**src/rtl/psum_accum_ctrl.sv**
```systemverilog
// psum_accum_ctrl: read-modify-write controller for the partial-sum SRAM.
// Accumulates OFIFO words into a base/len address window and drains it through a 2-deep skid buffer.
module psum_accum_ctrl #(
  parameter int col     = 8,
  parameter int psum_bw = 16,
  parameter int addr_w  = 11
) (
  input  logic                     clk,
  input  logic                     reset,
  input  logic                     start,
  input  logic                     acc,
  input  logic                     relu,
  input  logic [addr_w-1:0]        base,
  input  logic [addr_w-1:0]        len,
  input  logic                     in_valid,
  input  logic [col*psum_bw-1:0]   in_data,
  output logic                     in_ready,
  input  logic                     rd_req,
  output logic                     out_valid,
  output logic [col*psum_bw-1:0]   out_data,
  input  logic                     out_ready,
  output logic                     busy,
  output logic                     done,
  output logic                     sram_cen,
  output logic                     sram_ren,
  output logic                     sram_wen,
  output logic [addr_w-1:0]        sram_ra,
  output logic [addr_w-1:0]        sram_wa,
  output logic [col*psum_bw-1:0]   sram_d,
  input  logic [col*psum_bw-1:0]   sram_q
);
  localparam int W = col * psum_bw;
  localparam logic [addr_w-1:0]  ADDR_ONE = addr_w'(1);
  localparam logic [psum_bw-1:0] LANE_MAX = {1'b0, {(psum_bw-1){1'b1}}};
  localparam logic [psum_bw-1:0] LANE_MIN = {1'b1, {(psum_bw-1){1'b0}}};

  typedef enum logic [1:0] {IDLE, ACCUM, DRAIN} state_t;
  state_t state_q, state_d;

  logic [addr_w-1:0] base_q, base_d, len_q, len_d, cnt_q, cnt_d, acpt_q, acpt_d;
  logic              acc_q, acc_d, relu_q, relu_d;
  logic              wr_pend_q, wr_pend_d;
  logic [addr_w-1:0] wr_addr_q, wr_addr_d;
  logic [W-1:0]      wr_data_q, wr_data_d;
  logic              rd_pend_q, rd_pend_d;
  logic [W-1:0]      skid_q [2];
  logic [W-1:0]      skid_d [2];
  logic              skid_head_q, skid_head_d, skid_tail_q, skid_tail_d;
  logic [1:0]        skid_cnt_q, skid_cnt_d;
  logic              done_q, done_d;

  logic              accept_ready, beat, issue, skid_valid, pop, last_pop;
  logic [2:0]        occupancy;
  logic [W-1:0]      sum_word, relu_word;

  assign accept_ready = (state_q == ACCUM) && (cnt_q != len_q);
  assign beat         = accept_ready && in_valid;
  assign skid_valid   = (skid_cnt_q != 2'd0);
  assign pop          = skid_valid && out_ready;
  assign last_pop     = pop && (acpt_q == len_q - ADDR_ONE);
  // Slots in use after this cycle's pop, counting the word still coming back from the SRAM.
  assign occupancy    = {1'b0, skid_cnt_q} + {2'b00, rd_pend_q} - {2'b00, pop};
  assign issue        = (state_q == DRAIN) && (cnt_q != len_q) && (occupancy < 3'd2);

  for (genvar gi = 0; gi < col; gi++) begin : g_lane
    logic [psum_bw-1:0] old_lane, in_lane, sum_lane;
    logic [psum_bw:0]   wide_sum;
    assign old_lane = sram_q[gi*psum_bw +: psum_bw];
    assign in_lane  = wr_data_q[gi*psum_bw +: psum_bw];
    assign wide_sum = {old_lane[psum_bw-1], old_lane} + {in_lane[psum_bw-1], in_lane};
    always_comb begin
      sum_lane = in_lane;
      if (acc_q) begin
        if (wide_sum[psum_bw] != wide_sum[psum_bw-1]) begin
          sum_lane = wide_sum[psum_bw] ? LANE_MIN : LANE_MAX;
        end else begin
          sum_lane = wide_sum[psum_bw-1:0];
        end
      end
    end
    assign sum_word[gi*psum_bw +: psum_bw]  = sum_lane;
    assign relu_word[gi*psum_bw +: psum_bw] =
      (relu_q && old_lane[psum_bw-1]) ? '0 : old_lane;
  end

  always_ff @(posedge clk) begin
    if (!reset) begin
      state_q <= IDLE;
    end else begin
      state_q <= state_d;
    end
  end

  always_comb begin
    state_d = state_q;
    done_d  = 1'b0;
    case (state_q)
      IDLE: begin
        if (start && (len != '0)) begin
          state_d = ACCUM;
        end else if (rd_req && (len != '0)) begin
          state_d = DRAIN;
        end
      end
      ACCUM: begin
        if (wr_pend_q && (cnt_q == len_q)) begin
          state_d = IDLE;
          done_d  = 1'b1;
        end
      end
      DRAIN: begin
        if (last_pop) begin
          state_d = IDLE;
        end
      end
      default: state_d = IDLE;
    endcase
  end

  always_comb begin
    base_d      = base_q;
    len_d       = len_q;
    acc_d       = acc_q;
    relu_d      = relu_q;
    cnt_d       = cnt_q;
    acpt_d      = acpt_q;
    wr_pend_d   = beat;
    wr_addr_d   = wr_addr_q;
    wr_data_d   = wr_data_q;
    rd_pend_d   = issue;
    skid_d      = skid_q;
    skid_head_d = skid_head_q;
    skid_tail_d = skid_tail_q;
    skid_cnt_d  = skid_cnt_q + {1'b0, rd_pend_q} - {1'b0, pop};
    if (state_q == IDLE) begin
      cnt_d  = '0;
      acpt_d = '0;
      if (start && (len != '0)) begin
        base_d = base;
        len_d  = len;
        acc_d  = acc;
      end else if (rd_req && (len != '0)) begin
        base_d = base;
        len_d  = len;
        relu_d = relu;
      end
    end
    if (beat) begin
      cnt_d     = cnt_q + ADDR_ONE;
      wr_addr_d = base_q + cnt_q;
      wr_data_d = in_data;
    end
    if (issue) begin
      cnt_d = cnt_q + ADDR_ONE;
    end
    if (rd_pend_q) begin
      skid_d[skid_tail_q] = relu_word;
      skid_tail_d         = ~skid_tail_q;
    end
    if (pop) begin
      skid_head_d = ~skid_head_q;
      acpt_d      = acpt_q + ADDR_ONE;
    end
  end

  always_ff @(posedge clk) begin
    if (!reset) begin
      base_q      <= '0;
      len_q       <= '0;
      acc_q       <= 1'b0;
      relu_q      <= 1'b0;
      cnt_q       <= '0;
      acpt_q      <= '0;
      wr_pend_q   <= 1'b0;
      wr_addr_q   <= '0;
      wr_data_q   <= '0;
      rd_pend_q   <= 1'b0;
      skid_q[0]   <= '0;
      skid_q[1]   <= '0;
      skid_head_q <= 1'b0;
      skid_tail_q <= 1'b0;
      skid_cnt_q  <= 2'd0;
      done_q      <= 1'b0;
    end else begin
      base_q      <= base_d;
      len_q       <= len_d;
      acc_q       <= acc_d;
      relu_q      <= relu_d;
      cnt_q       <= cnt_d;
      acpt_q      <= acpt_d;
      wr_pend_q   <= wr_pend_d;
      wr_addr_q   <= wr_addr_d;
      wr_data_q   <= wr_data_d;
      rd_pend_q   <= rd_pend_d;
      skid_q      <= skid_d;
      skid_head_q <= skid_head_d;
      skid_tail_q <= skid_tail_d;
      skid_cnt_q  <= skid_cnt_d;
      done_q      <= done_d;
    end
  end

  // The write of a beat is issued the cycle after its read; a reset in that cycle suppresses it.
  always_comb begin
    in_ready  = accept_ready;
    busy      = (state_q != IDLE);
    done      = done_q || last_pop;
    out_valid = skid_valid;
    out_data  = skid_valid ? skid_q[skid_head_q] : '0;
    sram_ren  = !(beat || issue);
    sram_ra   = (beat || issue) ? (base_q + cnt_q) : '0;
    sram_wen  = !(wr_pend_q && reset);
    sram_wa   = wr_pend_q ? wr_addr_q : '0;
    sram_d    = wr_pend_q ? sum_word : '0;
    sram_cen  = sram_ren && sram_wen;
  end

endmodule

```
**config.mk**
```make
export PLATFORM = sky130hd
export DESIGN_NAME = psum_accum_ctrl
export DESIGN_NICKNAME = d
export VERILOG_FILES = /design/src/rtl/psum_accum_ctrl.sv
export SDC_FILE = /design/constraint.sdc
export NUM_CORES = 1
export LEC_CHECK = 0
export CAP_MARGIN = 30
export CORE_MARGIN = 2
export CORE_UTILIZATION = 50
export DETAILED_ROUTE_END_ITERATION = 12
export DONT_BUFFER_PORTS = 1
export PLACE_DENSITY = 0.72
export SYNTH_ARGS = -nofsm -noshare
export SYNTH_HDL_FRONTEND = slang
export SYNTH_SLANG_ARGS = --single-unit
```
**constraint.sdc**
```tcl
create_clock -name clk -period 3.5 [get_ports clk]
set_input_delay 0.35 -clock clk [delete_from_list [all_inputs] [get_ports clk]]
set_output_delay 0.35 -clock clk [all_outputs]
set_load 0.02 [all_outputs]
```
==> flow_summary_export.csv <==
group,metric,value,unit
setup_path,r2r_end,"cnt_q[6]",
synth,postSynthCellCount,3327,
die,die_w,232,µm
worst_hold_path,min_from,"reset",
routing,vias_per_cell,6.60,
routing,wl,118000,µm
routing,vias,30567,
clock_tree,cts_inserted_buffers,50,
global_routing,grt_max_degree,140,
setup_path,setup.worst_path.class,"flop to output pin",
final_layout,fin_area,38000,µm²
synth,avgSynthCellArea,7.81,µm²
synth,ys_types,72,
timing,rsz0062_at_grt,"yes",
routing,postRouteAntennaNets,0,
placed_design,hpwl,65300,µm
setup_path,reg2reg_depth,16,
die,initial_core_util,0.507,
synth,synth_area,26000,µm²
clock_tree,cts_tree,"yes",
placed_design,place.gp.congestion,0.961,
global_routing,grt_pass1_vias,29937,
setup_path,crit_fanout,6,
setup_path,crit_required,3.15,ns
global_routing,grt_use_total,0.392,
run_status,violations,"negative setup slack",
run,cap_violations,0,
worst_hold_path,hold_class,"input port to flop",
setup_path,timing.rr.start,"skid_cnt_q[0]",
timing,max_freq,239,MHz
timing,slew_violations,0,
synth,ys_seq_area_frac,0.347,
pwr,p_total,16400,µW
clock_tree,clk_pin_slew,0.06,ns
final_layout,nets,4353,
setup_path,r2r_setup_slack,0.37,ns
clock_tree,cts_sinks,450,
final_layout,fillCellCount,3212,
pwr,power_density,432,nW/µm²
global_routing,overflow,0,
timing,finalSetupViolCount,125,
synth,synth_edf_count,0,
die,die_h,232,µm
worst_hold_path,holdPathEnd,"done_q",
timing,setup_ws,-0.677,ns
placed_design,dp_slack,-0.267,ns
synth,syn-num-nets,3780,
pwr,leakage,0.0144,µW
synth,yosys_warnings,0,
routing,dr.pass1.iters,7,
setup_path,worst_setup_path_end_kind,"output pin",
die,die_area,53800,µm²
setup_path,critPathArrivalTime,3.83,ns
pwr,irDropWorstVdd,512,µV
clock_tree,cts.htree.levels,2,
final_layout,most-common-layout-cells,"nand2_1 (560), dfxtp_1 (410), a21oi_1 (356)",
run_status,status,"finished, violations left",
die,rows,83,
timing,fin_skew,0.0173,ns
die,ioPinCount,571,
routing,avgRoutedWirePerCell,25.6,µm
timing,min_period,4.18,ns
placed_design,io_buffers,0,
timing,slew_headroom,0.264,
clock_tree,clockBufferDepth,3,
routing,route.detailed.drc,0,
clock_tree,cts_root_buf,"clkbuf_16",
worst_hold_path,whs_path_depth,2,
setup_path,cp-start-kind,"flop",
synth,ys_ff_latch,450,
global_routing,grt_pass1_wl,166000,µm
routing,first_iter_violations,3586,
final_layout,area_growth,46.3,%
timing,max_slew.worst_pin.slew,1.10,ns
final_layout,drive_gt1_frac,0.255,
placed_design,postPlaceCellArea,28700,µm²
synth,async_flop_share,0,
global_routing,antenna_found_initial,7,
timing,timing_hold_violations_final,0,
timing,finalSetupTns,-51.49,ns
die,fp.coreArea,51300,µm²
timing,post-route-period-util,1.19,
synth,synth_top_flop_cell,"dfxtp_1",
final_layout,layout_commonest_cell,"nand2_1",
clock_tree,clkLatencyLatePin,0.61,ns
==> worst max-delay path by stage <==
| stage | slack (ns) | cells after the start | endpoint | from |
|---|---|---|---|---|
| floorplan | -0.10 | 13 | sram_d[0] | sram_q[1] |
| global placement | -0.14 | 15 | sram_d[66] | sram_q[65] |
| detailed placement | -0.27 | 15 | sram_d[66] | sram_q[65] |
| CTS | -0.56 | 16 | sram_d[50] | wr_data_q[48] |
| global route | -0.78 | 14 | sram_d[55] | wr_data_q[50] |
| finish | -0.68 | 15 | sram_d[60] | wr_data_q[48] |
==> what timing repair did <==
| item | 4_1_cts | 5_1_grt |
|---|---|---|
| gates cloned | 3 | 1 |
| buffers inserted | 131 | 61 |
| pin swaps | 262 | 167 |
| hold buffers | 282 | 0 |
| hold endpoints to repair | 416 | 0 |
| gates resized for setup | 540 | 197 |
| setup endpoints to repair | 150 | 151 |
==> power by group <==
part,total [µW],internal (µW),switching (µW)
clock network,5620,3270,2350
registers,5580,5320,256
logic,5240,2120,3120
total,16400,10700,5730
==> critical path, stage by stage, from the launching register on <==
cell and delay [ns]:
dfxtp_2 0.34, ha_4 0.18, buf_6 0.12, a21oi_4 0.16
o21a_1 0.15, o211ai_1 0.13, o311ai_2 0.12, o21bai_1 0.17
a31o_2 0.30, and4_1 0.21, or3_4 0.38, ha_4 0.33
buf_6 0.13, nand2_8 0.10, a31oi_4 0.22, buf_6 0.17
==> synthesized netlist by cell type, types with 11 or more instances <==
library cell  count  area share
and2_1           22      0.0053
a21o_1           47       0.014
o21ai_1          14      0.0027
inv_1            58      0.0084
nand3_1         147       0.028
a22o_1           11      0.0037
a32o_1          120       0.046
dfxtp_1         450        0.35
nand2b_1         12      0.0029
nand3b_1         20      0.0058
mux2i_1         130       0.050
ha_1            157       0.076
nand2_1         596       0.086
nor2_1          309       0.045
buf_1            32      0.0046
xor2_1           56       0.019
nor2b_1          13      0.0031
nor3_1           29      0.0056
a21oi_1         390       0.075
o21a_1           17      0.0049
and3_1           19      0.0046
or3_1            15      0.0036
o21ai_0         170       0.033
clkbuf_1        185       0.027
xnor2_1          84       0.028
a31oi_1          53       0.013
o21bai_1         17      0.0049
==> cells by family (layout without fill, tap and decap cells) <==
logic type	count (synthesis)	count (layout)	share of synthesized area
other cells	0	10	0
fa+ha+maj	170	170	0.0844
flops	450	450	0.347
buf+inv	289	900	0.0424
mux	132	132	0.0509
simple gates	1219	1220	0.200
xor+xnor	141	141	0.0482
compound gates	926	927	0.227
==> through the flow <==
stage / util / hold slack (ns) / std cells
4_1_cts: 0.712 / 0.0198 / 4564
3_5_place_dp: 0.560 / 0.446 / 4070
2_1_floorplan: - / 0.431 / 3327
5_1_grt: 0.741 / 0.0393 / 4625
6_report: 0.741 / 0.0501 / 4630
3_3_place_gp: 0.559 / 0.437 / 4068
==> metal layers <==
metal	vias up	wire length, µm	track usage
met2	2384	53400	0.637
met4	4	10000	0.280
li1	12949	-	-
met3	780	13100	0.0998
met5	-	23	0
met1	14450	41800	0.448
==> cell type report <==
type | count | area [µm²] | share of cell area
Multi-Input combinational cell | 2590 | 18900 | 0.497
Sequential cell | 450 | 9100 | 0.239
Timing Repair Buffer | 744 | 7130 | 0.188
Clock buffer | 73 | 1530 | 0.0403
Tap cell | 680 | 851 | 0.0224
Inverter | 63 | 283 | 0.00744
Clock inverter | 19 | 203 | 0.00533
Antenna cell | 10 | 25.0 | 0.000658
Timing Repair inverter | 1 | 8.76 | 0.000230
==> state kept, by name (all words and copies together) (netlist names) <==
name         flops
cnt_q           11
rd_pend_q        1
acpt_q          11
skid_tail_q      1
skid_q         256
wr_pend_q        1
state_q          2
done_q           1
len_q           11
acc_q            1
relu_q           1
skid_cnt_q       2
base_q          11
skid_head_q      1
wr_data_q      128
wr_addr_q       11
Note: power is estimated with default switching activity, not from simulation.
